## src/rtl/decoder_select_sequencer.sv

```systemverilog
// decoder_select_sequencer
// Upstream driver for a 2-to-4 decoder with enable. A 2-bit target address
// is accepted over a 4-phase req/ack handshake and latched. en is then held
// high for max(hold,1) clocks with x1/x0 stable. All outputs are registered.
// Optional feature macro: SEQ_AUTOSCAN_EN (adds 'scan' input; idle-time
// self-running SELECTs that step through the addresses without ack).
module decoder_select_sequencer #(
    parameter int HOLD_W = 4
) (
    input  logic              clock,
    input  logic              reset_,
    input  logic              req,
    input  logic [1:0]        addr,
    input  logic [HOLD_W-1:0] hold,
`ifdef SEQ_AUTOSCAN_EN
    input  logic              scan,
`endif
    output logic              en,
    output logic              x1,
    output logic              x0,
    output logic              busy,
    output logic              ack
);

    typedef enum logic [1:0] {
        IDLE   = 2'd0,
        SELECT = 2'd1,
        DONE   = 2'd2
    } state_t;

    state_t            state;
    logic [HOLD_W-1:0] cnt;
    logic [HOLD_W-1:0] hold_eff;

    // A hold of zero still gives a one-cycle enable pulse
    assign hold_eff = (hold == '0) ? {{(HOLD_W-1){1'b0}}, 1'b1} : hold;

`ifdef SEQ_AUTOSCAN_EN
    logic       auto_run;   // current SELECT was self-started, skips DONE
    logic [1:0] next_addr;

    assign next_addr = {x1, x0} + 2'd1;
`endif

    // Sequencer FSM; every output is a register so the decoder never sees glitches
    always_ff @(posedge clock or negedge reset_) begin
        if (!reset_) begin
            state    <= IDLE;
            cnt      <= '0;
            en       <= 1'b0;
            x1       <= 1'b0;
            x0       <= 1'b0;
            busy     <= 1'b0;
            ack      <= 1'b0;
`ifdef SEQ_AUTOSCAN_EN
            auto_run <= 1'b0;
`endif
        end else begin
            case (state)
                IDLE: begin
                    if (req) begin
                        {x1, x0} <= addr;
                        cnt      <= hold_eff;
                        en       <= 1'b1;
                        busy     <= 1'b1;
                        state    <= SELECT;
`ifdef SEQ_AUTOSCAN_EN
                        auto_run <= 1'b0;
                    end else if (scan) begin
                        {x1, x0} <= next_addr;
                        cnt      <= hold_eff;
                        en       <= 1'b1;
                        busy     <= 1'b1;
                        auto_run <= 1'b1;
                        state    <= SELECT;
`endif
                    end
                end
                SELECT: begin
                    // Inputs are ignored here; the latched address and count rule
                    cnt <= cnt - 1'b1;
                    if (cnt == {{(HOLD_W-1){1'b0}}, 1'b1}) begin
                        en <= 1'b0;
`ifdef SEQ_AUTOSCAN_EN
                        if (auto_run) begin
                            auto_run <= 1'b0;
                            busy     <= 1'b0;
                            state    <= IDLE;
                        end else begin
                            ack   <= 1'b1;
                            state <= DONE;
                        end
`else
                        ack   <= 1'b1;
                        state <= DONE;
`endif
                    end
                end
                DONE: begin
                    // Wait for the requester's low phase before re-arming
                    if (!req) begin
                        ack   <= 1'b0;
                        busy  <= 1'b0;
                        state <= IDLE;
                    end
                end
                default: begin
                    en    <= 1'b0;
                    ack   <= 1'b0;
                    busy  <= 1'b0;
                    state <= IDLE;
                end
            endcase
        end
    end

endmodule

```

## config.mk

```make
export PLATFORM = sky130hd
export DESIGN_NAME = decoder_select_sequencer
export DESIGN_NICKNAME = d
export VERILOG_FILES = /design/src/rtl/decoder_select_sequencer.sv
export SDC_FILE = /design/constraint.sdc
export NUM_CORES = 1
export LEC_CHECK = 0
export ABC_CLOCK_PERIOD_IN_PS = 2100
export BUFFER_PORTS_ARGS = -buffer_cell sky130_fd_sc_hd__buf_2
export CAP_MARGIN = 20
export CORE_AREA = 2 2 39 41
export CTS_BUF_LIST = sky130_fd_sc_hd__clkbuf_4 sky130_fd_sc_hd__clkbuf_8
export CTS_CLUSTER_DIAMETER = 120
export DETAILED_ROUTE_END_ITERATION = 16
export DIE_AREA = 0 0 41 43
export GPL_TIMING_DRIVEN = 0
export PLACE_DENSITY = 0.74
export SLEW_MARGIN = 20
export SYNTH_ARGS = -nofsm -noshare
export SYNTH_HDL_FRONTEND = slang
export SYNTH_SLANG_ARGS = --single-unit
```

## constraint.sdc

```tcl
create_clock -name clock -period 2.1 [get_ports clock]
set_input_delay 0.315 -clock clock [delete_from_list [all_inputs] [get_ports clock]]
set_output_delay 0.315 -clock clock [all_outputs]
set_load 0.05 [all_outputs]
```

==> metrics.yaml <==
outcome: "finished, final reports clean"
yosysTopAreaCell: "dfrtp_1"
cts_tree: "yes"
synth_top_area_share_pct: 50.46
place_area_um2: 630.6
cp-start-kind: "flop"
synth_seq_area_share_pct: 50.46
leakage_nw: 0.3159
overflow: 0
die_h_um: 43
synthDistinctLibCells: 23
end_kind: "flop"
critPathKind: "reg2reg"
firstDrtPassIters: 2
post-dp-hpwl_um: 808
ant_nets: 0
cts_buffer_depth: 2
slowest_delay_ns: 0.44
final_util_pct: 48.46
crit_family: "simple AND/OR/NAND/NOR gates"
routed-via-count: 452
period_share_pct: 66.93
drc_errors: 0
finalHoldViolCount: 0
finalSetupViolCount: 0
wl_mm: 1.090
fin_crit_ns: 1.406
final_cell_mix: "15 x buf_2, 11 x dfrtp_1, 5 x inv_1"
cp_max_fo: 3
path_cells: "inv_1, ha_1, or3b_2, a21oi_1, o22ai_1"
p_per_area_mw_per_mm2: 1663
worst_path_max_delay_cell: "or3b_2"
yosysWarnings: 0
grt_usage_pct: 14.37
peakVddDrop_mv: 0.6304
cts-htree-levels: 1
setup_ws_ns: 0.6944
core-area_mm2: 0.001384
via_per_inst: 5.256
pin_count: 14
clk_latency_ns: 0.26
seq_area_um2: 275.3
hp-class: "in2reg"
whs_ns: 0.2839
synth_cells: 52
syn_to_final_growth_pct: 22.94
multi_input_area_um2: 241.5
antenna_found_initial: 0
port-buffer-count: 13
final_area_um2: 670.6
rsz0062_at_grt: "no"
ys_ff_latch: 11
final_common_cell: "buf_2"
avgSynthCellArea_um2: 10.49
slew_headroom_pct: 73.94
cp_num_buf_inv: 1
gp_congestion: 0.6857
fmax_mhz: 711.4
start_util_pct: 39.42
insertedDiodeCount: 0
grt_pass1_wl_mm: 1.704
grt_max_degree: 12
dieArea_mm2: 0.001763
clockRootBuffer: "clkbuf_4"
num_rows: 14
preCtsSetupSlack_ns: 0.6939
tns_ns: 0
synth_area_um2: 545.5
nets: 82
fillers: 127
grt_pass1_vias: 419
max_cap_viol_count: 0
drt_iter0_drc: 4
die_w_um: 41
dp_cells: 81
post_cts_buffers: 0
synth_area_leaders: "dfrtp_1 50%, mux2_2 6.2%, ha_1 4.6%"
required_ns: 2.25
cts.sinks: 11
final_layout_size_suffix_gt1_share_pct: 34.29
layout.cells.non_filler: 86
tightest_slew_ns: 0.3902
clk_pin_slew_worst_paths_ns: 0.07
critical_path_arrival_ns: 1.56
wl_per_cell_um: 12.67
p_total_mw: 1.116
drv_slew: 0
synthesis.nets: 63
fin_skew_ns: 0.005389
numCtsBuffers: 3
-- cell usage after synthesis --
| library cell | count |
|---|---|
| mux2_2 | 3 |
| nand2b_1 | 1 |
| a21oi_1 | 4 |
| buf_2 | 2 |
| a2bb2oi_1 | 1 |
| o21bai_1 | 1 |
| nand3b_1 | 1 |
| o2bb2a_1 | 1 |
| or3b_2 | 1 |
| inv_1 | 5 |
| nor2_1 | 4 |
| o22ai_1 | 2 |
| nand2_1 | 3 |
| nor2b_1 | 1 |
| o41ai_1 | 1 |
| dfrtp_1 | 11 |
| and4bb_2 | 1 |
| o21ai_0 | 2 |
| o22a_1 | 2 |
| nor3_1 | 1 |
| a32oi_1 | 1 |
| ha_1 | 2 |
| or3_1 | 1 |
-- area by class of cell --
| type | instances | area share (%) |
|---|---|---|
| buffer | 2 | 1.493 |
| multi-input combinational | 34 | 36.01 |
| inverter | 5 | 2.799 |
| sequential | 11 | 41.04 |
| tap | 16 | 2.985 |
| clock buffer | 4 | 4.478 |
| timing repair buffer | 14 | 11.19 |
-- metal layers --
metal	vias to the layer above	routed length [µm]	GRT usage [%]
met1	213	516	19.26
met2	13	499	20.63
met5	-	0	0
met3	2	56	3.141
met4	0	19	8.000
li1	224	-	-
-- flip-flops by register name, indices dropped and copies added (netlist names) --
name,flops
cnt,4
state,2
en,1
x1,1
ack,1
x0,1
busy,1
-- cell families after synthesis --
family / count (synthesis) / share of synthesized area (%)
flops: 11 / 50.46
buf+inv: 7 / 5.276
mux: 3 / 6.192
compound gates: 15 / 19.04
fa+ha+maj: 2 / 4.586
simple gates: 14 / 14.45
-- power breakdown --
| group | internal, mW | switching (mW) | leakage, nW |
|---|---|---|---|
| registers | 0.314 | 0.0650 | 0.125 |
| logic | 0.220 | 0.363 | 0.173 |
| clock network | 0.0863 | 0.0680 | 0.0184 |
| total | 0.620 | 0.496 | 0.316 |
-- path summary, 6_finish.rpt --
check,slack (ns),startpoint,endpoint,cells past startpoint
setup / recovery,0.69,cnt[1],en,5
hold / removal,0.28,addr[0],x0,2
setup reg to reg,0.69,cnt[1],en,5
hold reg to reg,0.51,ack,ack,2
max in group asynchronous,1.45,reset_,cnt[0],2
min in group asynchronous,0.44,reset_,en,2
-- what timing repair did --
| action | CTS | global route |
|---|---|---|
| hold buffers | 1 | 0 |
| setup endpoints to repair | 0 | 0 |
| hold endpoints to repair | 11 | 0 |
| resized for setup | 0 | 0 |
Power figures use the tool's default switching activity.
